**src/rtl/el2_exu_div_receiver_pkg.sv**
```systemverilog
// rtl/el2_exu_div_receiver_pkg.sv - shared types and constants for the EXU divide NoC receive path
//
// Purpose: owns the divider request descriptor, the NoC node address of the
// divide wrapper, the header field offsets, the deserializer state encoding
// and the flit-count helper shared by sender and receiver.
// Ports: none (package).
package el2_exu_div_receiver_pkg;

  typedef struct packed {
    logic valid;
    logic unsign;
    logic rem;
  } el2_div_pkt_t;

  localparam int NOC_ADDR_BITS = 8;
  localparam logic [NOC_ADDR_BITS-1:0] POS_DIV_WRAPPER = 8'h03;

  // Header flit: destination address in the low bits, padding right above it.
  localparam int HDR_ADDR_LSB = 0;
  localparam int HDR_PAD_LSB  = HDR_ADDR_LSB + NOC_ADDR_BITS;

  typedef enum logic [1:0] {
    RX_HDR  = 2'd0,
    RX_PAY  = 2'd1,
    RX_DROP = 2'd2,
    RX_HOLD = 2'd3
  } rx_state_t;

  function automatic int noc_num_flits(input int packet_bits, input int data_bits);
    return (packet_bits + data_bits - 1) / data_bits;
  endfunction

endpackage

```
**src/rtl/el2_exu_div_receiver_if.sv**
```systemverilog
// rtl/el2_exu_div_receiver_if.sv - flit input and divider request bundle
//
// Purpose: groups the NoC flit stream, the divider valid/ready request and the
// status pulses of the divide receiver.
// Modports: slave  - the receiver (consumes flits, drives the request)
//           master - the environment (drives flits, takes the request)
interface el2_exu_div_receiver_if #(
  parameter int DATA_BITS = 32
) ();

  logic                                       noc_valid;
  logic [DATA_BITS-1:0]                       noc_data;
  logic                                       noc_last;
  logic                                       noc_ready;
  logic                                       div_valid;
  logic                                       div_ready;
  el2_exu_div_receiver_pkg::el2_div_pkt_t     div_dp;
  logic                                       div_cancel;
  logic [31:0]                                div_dividend;
  logic [31:0]                                div_divisor;
  logic                                       pkt_ack;
  logic                                       pkt_drop;
  logic                                       pkt_err;

  modport slave (
    input  noc_valid, noc_data, noc_last, div_ready,
    output noc_ready, div_valid, div_dp, div_cancel, div_dividend, div_divisor,
           pkt_ack, pkt_drop, pkt_err
  );

  modport master (
    output noc_valid, noc_data, noc_last, div_ready,
    input  noc_ready, div_valid, div_dp, div_cancel, div_dividend, div_divisor,
           pkt_ack, pkt_drop, pkt_err
  );

endinterface

```
**src/rtl/el2_exu_div_receiver_noc_serial_receiver.sv**
```systemverilog
// rtl/el2_exu_div_receiver_noc_serial_receiver.sv - generic NoC flit deserializer with output register
//
// Purpose: accepts a header flit plus NUM_FLITS payload flits (MSB first),
// filters on destination address, checks framing and presents
// {padding, packet} through a valid/ready output register.
// Ports: clk, rst (async, active high); noc_valid_i/noc_data_i/noc_last_i/
// noc_ready_o flit input; out_valid_o/out_ready_i/out_data_o request output;
// pkt_ack_o/pkt_drop_o/pkt_err_o registered one-cycle status pulses.
module noc_serial_receiver
  import el2_exu_div_receiver_pkg::*;
#(
  parameter int                   DATA_BITS    = 32,
  parameter int                   PACKET_BITS  = 64,
  parameter int                   PADDING_BITS = 4,
  parameter int                   ADDR_BITS    = 8,
  parameter logic [ADDR_BITS-1:0] MY_ADDR      = '0,
  parameter int                   ADDR_LSB     = HDR_ADDR_LSB,
  parameter int                   PAD_LSB      = HDR_PAD_LSB
) (
  input  logic                                  clk,
  input  logic                                  rst,
  input  logic                                  noc_valid_i,
  input  logic [DATA_BITS-1:0]                  noc_data_i,
  input  logic                                  noc_last_i,
  output logic                                  noc_ready_o,
  output logic                                  out_valid_o,
  input  logic                                  out_ready_i,
  output logic [PADDING_BITS+PACKET_BITS-1:0]   out_data_o,
  output logic                                  pkt_ack_o,
  output logic                                  pkt_drop_o,
  output logic                                  pkt_err_o
);

  localparam int NUM_FLITS = noc_num_flits(PACKET_BITS, DATA_BITS);
  localparam int ASM_BITS  = NUM_FLITS * DATA_BITS;
  localparam int CNT_W     = (NUM_FLITS > 1) ? $clog2(NUM_FLITS) : 1;
  localparam logic [CNT_W-1:0] LAST_CNT = CNT_W'(NUM_FLITS - 1);

  rx_state_t                             state_q, state_d;
  logic [CNT_W-1:0]                      cnt_q, cnt_d;
  logic [PADDING_BITS-1:0]               pad_q, pad_d;
  logic [ASM_BITS-1:0]                   asm_q, asm_d;
  logic                                  drop_addr_q, drop_addr_d;
  logic                                  out_valid_q, out_valid_d;
  logic [PADDING_BITS+PACKET_BITS-1:0]   out_data_q, out_data_d;
  logic                                  ack_q, ack_d;
  logic                                  drop_q, drop_d;
  logic                                  err_q, err_d;

  logic                                  flit_acc;
  logic                                  out_fire;
  logic [ASM_BITS-1:0]                   shifted;

  assign noc_ready_o = (state_q != RX_HOLD);
  assign flit_acc    = noc_valid_i & noc_ready_o;
  assign out_fire    = out_valid_q & out_ready_i;
  // Assembly view including the flit on the bus, so the last flit can be
  // loaded straight into the output register without an extra cycle.
  assign shifted     = (asm_q << DATA_BITS) | ASM_BITS'(noc_data_i);

  always_comb begin
    state_d     = state_q;
    cnt_d       = cnt_q;
    pad_d       = pad_q;
    asm_d       = asm_q;
    drop_addr_d = drop_addr_q;
    out_valid_d = out_valid_q;
    out_data_d  = out_data_q;
    ack_d       = out_fire;
    drop_d      = 1'b0;
    err_d       = 1'b0;

    if (out_fire) begin
      out_valid_d = 1'b0;
    end

    unique case (state_q)
      RX_HDR: begin
        if (flit_acc) begin
          cnt_d = '0;
          if (noc_last_i) begin
            err_d = 1'b1;
          end else if (noc_data_i[ADDR_LSB +: ADDR_BITS] != MY_ADDR) begin
            drop_addr_d = 1'b1;
            state_d     = RX_DROP;
          end else begin
            pad_d   = noc_data_i[PAD_LSB +: PADDING_BITS];
            state_d = RX_PAY;
          end
        end
      end
      RX_PAY: begin
        if (flit_acc) begin
          asm_d = shifted;
          if (cnt_q == LAST_CNT) begin
            if (noc_last_i) begin
              // Empty register, or the current request leaves this cycle.
              if (!out_valid_q || out_ready_i) begin
                out_valid_d = 1'b1;
                out_data_d  = {pad_q, shifted[PACKET_BITS-1:0]};
                state_d     = RX_HDR;
              end else begin
                state_d = RX_HOLD;
              end
            end else begin
              // Overlong packet: report once, then swallow up to its last flit.
              err_d       = 1'b1;
              drop_addr_d = 1'b0;
              state_d     = RX_DROP;
            end
          end else if (noc_last_i) begin
            err_d   = 1'b1;
            state_d = RX_HDR;
          end else begin
            cnt_d = cnt_q + CNT_W'(1);
          end
        end
      end
      RX_DROP: begin
        if (flit_acc && noc_last_i) begin
          drop_d  = drop_addr_q;
          state_d = RX_HDR;
        end
      end
      RX_HOLD: begin
        if (out_fire) begin
          out_valid_d = 1'b1;
          out_data_d  = {pad_q, asm_q[PACKET_BITS-1:0]};
          state_d     = RX_HDR;
        end
      end
      default: state_d = RX_HDR;
    endcase
  end

  always_ff @(posedge clk or posedge rst) begin
    if (rst) begin
      state_q     <= RX_HDR;
      cnt_q       <= '0;
      pad_q       <= '0;
      asm_q       <= '0;
      drop_addr_q <= 1'b0;
      out_valid_q <= 1'b0;
      out_data_q  <= '0;
      ack_q       <= 1'b0;
      drop_q      <= 1'b0;
      err_q       <= 1'b0;
    end else begin
      state_q     <= state_d;
      cnt_q       <= cnt_d;
      pad_q       <= pad_d;
      asm_q       <= asm_d;
      drop_addr_q <= drop_addr_d;
      out_valid_q <= out_valid_d;
      out_data_q  <= out_data_d;
      ack_q       <= ack_d;
      drop_q      <= drop_d;
      err_q       <= err_d;
    end
  end

  assign out_valid_o = out_valid_q;
  assign out_data_o  = out_data_q;
  assign pkt_ack_o   = ack_q;
  assign pkt_drop_o  = drop_q;
  assign pkt_err_o   = err_q;

endmodule

```
**src/rtl/el2_exu_div_receiver.sv**
```systemverilog
// rtl/el2_exu_div_receiver.sv - EXU divide NoC receiver at node POS_DIV_WRAPPER
//
// Purpose: deserializes divide request packets addressed to this node and
// presents {dp, cancel, dividend, divisor} to the divider core.
// Ports: clk, rst (async, active high); bus (slave modport) carrying the flit
// input, the divider valid/ready request and the ack/drop/err pulses.
module el2_exu_div_receiver
  import el2_exu_div_receiver_pkg::*;
#(
  parameter int                   DATA_BITS    = 32,
  parameter int                   PACKET_BITS  = 64,
  parameter int                   PADDING_BITS = $bits(el2_div_pkt_t) + 1,
  parameter int                   ADDR_BITS    = NOC_ADDR_BITS,
  parameter logic [ADDR_BITS-1:0] MY_ADDR      = ADDR_BITS'(POS_DIV_WRAPPER)
) (
  input logic                   clk,
  input logic                   rst,
  el2_exu_div_receiver_if.slave bus
);

  logic [PADDING_BITS+PACKET_BITS-1:0] rx_data;
  logic [PADDING_BITS-1:0]             rx_pad;

  noc_serial_receiver #(
    .DATA_BITS    (DATA_BITS),
    .PACKET_BITS  (PACKET_BITS),
    .PADDING_BITS (PADDING_BITS),
    .ADDR_BITS    (ADDR_BITS),
    .MY_ADDR      (MY_ADDR),
    .ADDR_LSB     (HDR_ADDR_LSB),
    .PAD_LSB      (HDR_ADDR_LSB + ADDR_BITS)
  ) u_rx (
    .clk         (clk),
    .rst         (rst),
    .noc_valid_i (bus.noc_valid),
    .noc_data_i  (bus.noc_data),
    .noc_last_i  (bus.noc_last),
    .noc_ready_o (bus.noc_ready),
    .out_valid_o (bus.div_valid),
    .out_ready_i (bus.div_ready),
    .out_data_o  (rx_data),
    .pkt_ack_o   (bus.pkt_ack),
    .pkt_drop_o  (bus.pkt_drop),
    .pkt_err_o   (bus.pkt_err)
  );

  // Padding is {valid, unsign, rem, cancel}; packet is {dividend, divisor}.
  assign rx_pad           = rx_data[PACKET_BITS +: PADDING_BITS];
  assign bus.div_dp       = el2_div_pkt_t'(rx_pad[PADDING_BITS-1:1]);
  assign bus.div_cancel   = rx_pad[0];
  assign bus.div_dividend = rx_data[PACKET_BITS-1 -: 32];
  assign bus.div_divisor  = rx_data[31:0];

endmodule

```
**src/flat_wrapper.sv**
```systemverilog
// flat-port wrapper written by rule: the top's interface ports become plain ports
module el2_exu_div_receiver_flat import el2_exu_div_receiver_pkg::*;
#(
  parameter int                   DATA_BITS    = 32,
  parameter int                   PACKET_BITS  = 64,
  parameter int                   PADDING_BITS = $bits(el2_div_pkt_t) + 1,
  parameter int                   ADDR_BITS    = NOC_ADDR_BITS,
  parameter logic [ADDR_BITS-1:0] MY_ADDR      = ADDR_BITS'(POS_DIV_WRAPPER)
)
  (clk, rst, bus_noc_valid, bus_noc_data, bus_noc_last, bus_div_ready, bus_noc_ready, bus_div_valid, bus_div_dp, bus_div_cancel, bus_div_dividend, bus_div_divisor, bus_pkt_ack, bus_pkt_drop, bus_pkt_err);
  el2_exu_div_receiver_if #(.DATA_BITS(DATA_BITS)) bus_i ();
  input logic clk;
  input logic rst;
  input wire logic [$bits(bus_i.noc_valid)-1:0] bus_noc_valid;
  input wire logic [$bits(bus_i.noc_data)-1:0] bus_noc_data;
  input wire logic [$bits(bus_i.noc_last)-1:0] bus_noc_last;
  input wire logic [$bits(bus_i.div_ready)-1:0] bus_div_ready;
  output wire logic [$bits(bus_i.noc_ready)-1:0] bus_noc_ready;
  output wire logic [$bits(bus_i.div_valid)-1:0] bus_div_valid;
  output wire logic [$bits(bus_i.div_dp)-1:0] bus_div_dp;
  output wire logic [$bits(bus_i.div_cancel)-1:0] bus_div_cancel;
  output wire logic [$bits(bus_i.div_dividend)-1:0] bus_div_dividend;
  output wire logic [$bits(bus_i.div_divisor)-1:0] bus_div_divisor;
  output wire logic [$bits(bus_i.pkt_ack)-1:0] bus_pkt_ack;
  output wire logic [$bits(bus_i.pkt_drop)-1:0] bus_pkt_drop;
  output wire logic [$bits(bus_i.pkt_err)-1:0] bus_pkt_err;
  assign bus_i.noc_valid = bus_noc_valid;
  assign bus_i.noc_data = bus_noc_data;
  assign bus_i.noc_last = bus_noc_last;
  assign bus_i.div_ready = bus_div_ready;
  assign bus_noc_ready = bus_i.noc_ready;
  assign bus_div_valid = bus_i.div_valid;
  assign bus_div_dp = bus_i.div_dp;
  assign bus_div_cancel = bus_i.div_cancel;
  assign bus_div_dividend = bus_i.div_dividend;
  assign bus_div_divisor = bus_i.div_divisor;
  assign bus_pkt_ack = bus_i.pkt_ack;
  assign bus_pkt_drop = bus_i.pkt_drop;
  assign bus_pkt_err = bus_i.pkt_err;
  el2_exu_div_receiver #(.DATA_BITS(DATA_BITS), .PACKET_BITS(PACKET_BITS), .PADDING_BITS(PADDING_BITS), .ADDR_BITS(ADDR_BITS), .MY_ADDR(MY_ADDR)) u_core (.clk(clk), .rst(rst), .bus(bus_i));
endmodule
```
**config.mk**
```make
export PLATFORM = sky130hd
export DESIGN_NAME = el2_exu_div_receiver_flat
export DESIGN_NICKNAME = d
export VERILOG_FILES = /design/src/rtl/el2_exu_div_receiver_pkg.sv /design/src/rtl/el2_exu_div_receiver_if.sv /design/src/rtl/el2_exu_div_receiver_noc_serial_receiver.sv /design/src/rtl/el2_exu_div_receiver.sv /design/src/flat_wrapper.sv
export SDC_FILE = /design/constraint.sdc
export NUM_CORES = 1
export LEC_CHECK = 0
export BUFFER_PORTS_ARGS = -buffer_cell sky130_fd_sc_hd__buf_2
export CAP_MARGIN = 20
export CORE_ASPECT_RATIO = 1.5
export CORE_MARGIN = 8
export CORE_UTILIZATION = 46
export CTS_CLUSTER_DIAMETER = 50
export DETAILED_ROUTE_END_ITERATION = 8
export GPL_ROUTABILITY_DRIVEN = 0
export PLACE_DENSITY = 0.7
export SYNTH_ARGS = -nofsm -noshare
export SYNTH_HDL_FRONTEND = slang
export SYNTH_SLANG_ARGS = --single-unit
```
**constraint.sdc**
```tcl
create_clock -name clk -period 6.5 [get_ports clk]
set_input_delay 0 -clock clk [delete_from_list [all_inputs] [get_ports clk]]
set_output_delay 0 -clock clk [all_outputs]
set_load 0.05 [all_outputs]
```
==> flow_summary.html <==
<table>
<tr><th>Metric</th><th>Value</th></tr>
<tr><th colspan="2">Outcome</th></tr>
<tr><td>Result of the run</td><td>completed</td></tr>
<tr><th colspan="2">Setup path</th></tr>
<tr><td>Beginning of the worst register-to-register path</td><td>u_core.u_rx.state_q[1]</td></tr>
<tr><td>Worst path required time</td><td>6500 ps</td></tr>
<tr><td>Critical Path Max Stage Delay</td><td>roughly 560 ps</td></tr>
<tr><td>Crit-path max FO</td><td>just over 40</td></tr>
<tr><td>Data arrival time of the worst path</td><td>2110 ps</td></tr>
<tr><td>Capture instance of the worst register-to-register path</td><td>u_core.u_rx.out_data_o[61]</td></tr>
<tr><td>Family with the most delay on the worst path</td><td>buffers and inverters</td></tr>
<tr><td>Worst Setup SP</td><td>u_core.u_rx.state_q[0]</td></tr>
<tr><td>End point of the critical path</td><td>bus_noc_ready</td></tr>
<tr><td>Stages on the worst setup path</td><td>3</td></tr>
<tr><td>Buffers &amp; Inverters on Critical Path</td><td>2</td></tr>
<tr><td>Number of cells on the worst reg-to-reg path</td><td>5</td></tr>
<tr><td>Worst reg-to-reg setup slack</td><td>around 4400 ps</td></tr>
<tr><td>CP Launch Type</td><td>register</td></tr>
<tr><td>Worst setup path category</td><td>reg2out</td></tr>
<tr><td>Critical Path Slowest Stage Cell</td><td>sky130_fd_sc_hd__dfrtp_1</td></tr>
<tr><td>Cell Chain, Critical Path</td><td>nand2_4 -&gt; buf_16 -&gt; buf_2</td></tr>
<tr><td>Crit path capture type</td><td>primary output</td></tr>
<tr><th colspan="2">Floorplan</th></tr>
<tr><td>Count of standard-cell rows</td><td>51</td></tr>
<tr><td>I/O pin total</td><td>110</td></tr>
<tr><td>Area of the placeable core</td><td>13,000 sq um</td></tr>
<tr><td>Initial Util</td><td>a little under half</td></tr>
<tr><td>X dimension of the die</td><td>between 100 and 150 um</td></tr>
<tr><td>Die outline area</td><td>between 15,000 and 20,000 sq um</td></tr>
<tr><td>Floorplan die height</td><td>between 150 and 200 um</td></tr>
<tr><th colspan="2">Synthesis</th></tr>
<tr><td>Post-synthesis net count</td><td>525</td></tr>
<tr><td>Most area-consuming cells after synthesis</td><td>sky130_fd_sc_hd__dfrtp_1 (59%), sky130_fd_sc_hd__mux2_2 (13%), sky130_fd_sc_hd__mux2i_1 (11%)</td></tr>
<tr><td>Share of async-settable or async-resettable flops after synthesis</td><td>100%</td></tr>
<tr><td>Synthesized area per cell</td><td>12.5 sq um</td></tr>
<tr><td>Leading register cell type out of synthesis</td><td>sky130_fd_sc_hd__dfrtp_1</td></tr>
<tr><td>Synth top area share</td><td>about 60%</td></tr>
<tr><td>Cell with the most instances after synthesis</td><td>sky130_fd_sc_hd__dfrtp_1</td></tr>
<tr><td>Number of instances in the synthesized netlist</td><td>486</td></tr>
<tr><td>Number of enable flip-flop cells after synthesis</td><td>0</td></tr>
<tr><td>Most used standard cells in the synthesized netlist</td><td>sky130_fd_sc_hd__dfrtp_1 (144), sky130_fd_sc_hd__nand2_1 (73), sky130_fd_sc_hd__mux2_2 (72), sky130_fd_sc_hd__o21ai_0 (67), sky130_fd_sc_hd__mux2i_1 (65)</td></tr>
<tr><td>Sequential element share of the synthesized area</td><td>between 50% and 60%</td></tr>
<tr><td>Synthesis Warnings</td><td>0</td></tr>
<tr><td>Count of cell types in the netlist</td><td>26</td></tr>
<tr><td>Combined area of all synthesized cells</td><td>6070 sq um</td></tr>
<tr><td>Cell type contributing the most total cell area after synthesis</td><td>sky130_fd_sc_hd__dfrtp_1</td></tr>
<tr><td>Register bit total from synthesis</td><td>about 140</td></tr>
<tr><th colspan="2">Clock tree</th></tr>
<tr><td>TritonCTS clock tree</td><td>done</td></tr>
<tr><td>Clock Path Buffers</td><td>2</td></tr>
<tr><td>Number of gates given a new drive strength after cts</td><td>0</td></tr>
<tr><td>Total CTS buffers</td><td>17</td></tr>
<tr><td>Number of clock sinks</td><td>around 140</td></tr>
<tr><td>Latest clock arrival within the worst-skew pair</td><td>roughly 410 ps</td></tr>
<tr><td>Count of H-tree levels built during CTS</td><td>4</td></tr>
<tr><td>Clock-pin slew reported for the worst setup and hold paths after clock tree synthesis</td><td>approximately 60 ps</td></tr>
<tr><td>Root Buffer Master</td><td>sky130_fd_sc_hd__clkbuf_16</td></tr>
<tr><th colspan="2">Global route</th></tr>
<tr><td>Grt total ovfl</td><td>0</td></tr>
<tr><td>Number of antenna violations at the first check in global routing</td><td>0</td></tr>
<tr><td>Vias in the first global route</td><td>4,385</td></tr>
<tr><td>Gr usage total</td><td>between 10% and 20%</td></tr>
<tr><td>Global-route wire length before repair</td><td>21,200 um</td></tr>
<tr><td>Largest net degree at the start of global routing</td><td>133</td></tr>
<tr><th colspan="2">Placement</th></tr>
<tr><td>Total half-perimeter wirelength after legalization and detailed placement</td><td>8220 um</td></tr>
<tr><td>Post-Place Setup Slack</td><td>4030 ps</td></tr>
<tr><td>PortBufs</td><td>109</td></tr>
<tr><th colspan="2">Timing</th></tr>
<tr><td>Period minus WS final</td><td>2110 ps</td></tr>
<tr><td>Worst Skew</td><td>6.42 ps</td></tr>
<tr><td>Number of slew-limit violations in the final report</td><td>0</td></tr>
<tr><td>Setup repair after global routing missed its margin</td><td>no</td></tr>
<tr><td>Setup slack of the critical path after layout</td><td>4390 ps</td></tr>
<tr><td>Hold Violations, Final</td><td>0</td></tr>
<tr><td>Worst-case headroom to the max-slew limit</td><td>43.4%</td></tr>
<tr><td>Accumulated negative setup slack</td><td>0 ps</td></tr>
<tr><td>Transition at the pin with the smallest max-transition slack</td><td>849 ps</td></tr>
<tr><td>Maximum clock rate</td><td>474 MHz</td></tr>
<tr><td>Fraction of the cycle the final worst path needs</td><td>32.4%</td></tr>
<tr><td>Count of endpoints failing setup in the final report</td><td>0</td></tr>
<tr><th colspan="2">Final layout</th></tr>
<tr><td>Area Overhead vs Synth</td><td>28.2%</td></tr>
<tr><td>ANT cells</td><td>0</td></tr>
<tr><td>Nets</td><td>665</td></tr>
<tr><td>Fraction of final layout cells with drive strength greater than 1</td><td>34.6%</td></tr>
<tr><th colspan="2">Drt</th></tr>
<tr><td>DR WL/cell</td><td>16.0 um</td></tr>
<tr><td>DRT iter0 DRCs</td><td>128</td></tr>
<tr><td>Total DRC errors in the routed layout</td><td>0</td></tr>
<tr><td>Vias per Instance</td><td>between 5 and 6</td></tr>
<tr><td>Number of detailed-route iterations in the first pass</td><td>5</td></tr>
<tr><td>Antenna Nets Post-Route</td><td>0</td></tr>
<tr><td>Number of vias in the routed layout</td><td>4,099</td></tr>
<tr><td>Routed wire length</td><td>12,800 um</td></tr>
<tr><th colspan="2">Power</th></tr>
<tr><td>Standby leakage power</td><td>4.39 nW</td></tr>
<tr><td>Power density over the cells</td><td>273 nW/um^2</td></tr>
<tr><td>Peak VDD IR</td><td>between 0.15 and 0.2 mV</td></tr>
<tr><th colspan="2">Hold path</th></tr>
<tr><td>Type of the tightest min-delay check</td><td>in2async</td></tr>
<tr><th colspan="2">Flow run</th></tr>
<tr><td>Count of maximum capacitance violations</td><td>0</td></tr>
</table>
worst min-delay path, stage by stage:
cell	delay [ps]
sky130_fd_sc_hd__dlygate4sd3_1	540
sky130_fd_sc_hd__buf_2	150
sky130_fd_sc_hd__inv_6	420
per-layer routing:
layer	share of wire, %	vias up	GRT usage (%)	wire length [um]
li1	-	1972	-	-
met1	39	2022	17.7	5030
met2	54	86	27.1	6910
met3	4.9	19	4.61	631
met4	1.5	0	5.23	185
met5	0	-	0	0
registers in the layout, summed over array words and instances, names as in the netlist:
signal                   flops
u_core.u_rx.pkt_ack_o        1
u_core.u_rx.out_valid_o      1
u_core.u_rx.cnt_q            1
u_core.u_rx.state_q          2
u_core.u_rx.pkt_err_o        1
u_core.u_rx.drop_addr_q      1
u_core.u_rx.asm_q           64
u_core.u_rx.pad_q            4
u_core.u_rx.out_data_o      68
u_core.u_rx.pkt_drop_o       1
kinds of logic after synthesis:
logic type,Yosys count,synth area share (%)
adders and majority gates,2,0.412
DFF,144,59.4
xor gates and xnor gates,1,0.144
AOI/OAI and AO/OA,76,6.47
muxes,137,24.1
and+or+nand+nor,93,6.57
buffers and inverters,33,2.97
layout by cell type, fill, tap and decap left out:
master / Yosys / layout
sky130_fd_sc_hd__a21oi_1: 6 / 6
sky130_fd_sc_hd__buf_16: 0 / 3
sky130_fd_sc_hd__inv_6: 0 / 2
sky130_fd_sc_hd__and4b_1: 1 / 1
sky130_fd_sc_hd__inv_1: 3 / 2
sky130_fd_sc_hd__nand2_4: 0 / 1
sky130_fd_sc_hd__nand3b_1: 3 / 3
sky130_fd_sc_hd__a2bb2oi_1: 1 / 1
sky130_fd_sc_hd__xnor2_1: 1 / 1
sky130_fd_sc_hd__a31oi_1: 1 / 1
sky130_fd_sc_hd__o21ai_0: 67 / 67
sky130_fd_sc_hd__bufinv_16: 0 / 5
sky130_fd_sc_hd__nor2_1: 3 / 3
sky130_fd_sc_hd__nand4_1: 1 / 1
sky130_fd_sc_hd__nor3b_1: 1 / 1
sky130_fd_sc_hd__dlygate4sd3_1: 0 / 36
sky130_fd_sc_hd__dfrtp_1: 144 / 144
sky130_fd_sc_hd__clkinvlp_4: 0 / 1
sky130_fd_sc_hd__buf_4: 5 / 3
sky130_fd_sc_hd__nand3_1: 2 / 2
sky130_fd_sc_hd__ha_1: 2 / 2
sky130_fd_sc_hd__mux2_2: 72 / 72
sky130_fd_sc_hd__buf_2: 18 / 109
sky130_fd_sc_hd__nand2_1: 73 / 72
sky130_fd_sc_hd__o211ai_4: 0 / 1
sky130_fd_sc_hd__nand2b_1: 3 / 3
sky130_fd_sc_hd__or2b_1: 1 / 1
sky130_fd_sc_hd__and2_1: 3 / 3
sky130_fd_sc_hd__nor4_1: 2 / 2
sky130_fd_sc_hd__clkinv_4: 0 / 4
sky130_fd_sc_hd__mux2i_1: 65 / 65
sky130_fd_sc_hd__clkbuf_16: 0 / 17
sky130_fd_sc_hd__clkinv_2: 0 / 2
sky130_fd_sc_hd__clkbuf_8: 0 / 1
worst min-delay path by stage:
stage | cells after the start | endpoint | slack [ps]
2_1_floorplan | 2 | u_core.u_rx.pkt_drop_o | 130
3_3_place_gp | 2 | u_core.u_rx.out_data_o[53] | 110
3_5_place_dp | 2 | u_core.u_rx.out_data_o[21] | 130
4_1_cts | 3 | u_core.u_rx.out_data_o[55] | 230
5_1_grt | 3 | u_core.u_rx.out_data_o[53] | 260
6_report | 3 | u_core.u_rx.asm_q[53] | 230
through the flow:
| step | utilization (%) | cells | hold WS [ps] | cell area (sq um) | total power, mW |
|---|---|---|---|---|---|
| 2_1_floorplan | - | 486 | 133 | 6070 | 1.02 |
| 3_3_place_gp | 51.6 | 727 | 115 | 6690 | 1.06 |
| 3_5_place_dp | 51.9 | 728 | 127 | 6720 | 1.06 |
| 4_1_cts | 59.7 | 795 | 230 | 7730 | 2.15 |
| 5_1_grt | 60.1 | 797 | 263 | 7780 | 2.20 |
| 6_report | 60.1 | 797 | 229 | 7780 | 2.13 |
power breakdown:
part           switching, mW  internal, mW
Clock                  0.372         0.691
Combinational         0.0606        0.0604
Sequential            0.0259         0.917
Total                  0.459          1.67
cell type report:
class | instances | area (sq um)
fill | 1081 | 5170
sequential | 144 | 3600
multi-input combinational | 309 | 2300
timing repair buffer | 151 | 1010
clock buffer | 18 | 439
clock inverter | 13 | 211
tap | 159 | 199
inverter | 3 | 16.3
what timing repair did:
action	4_1_cts	5_1_grt
buffers inserted	0	0
hold endpoints to repair	138	0
hold buffers	36	0
No activity file was read; power rests on OpenSTA's default activity.
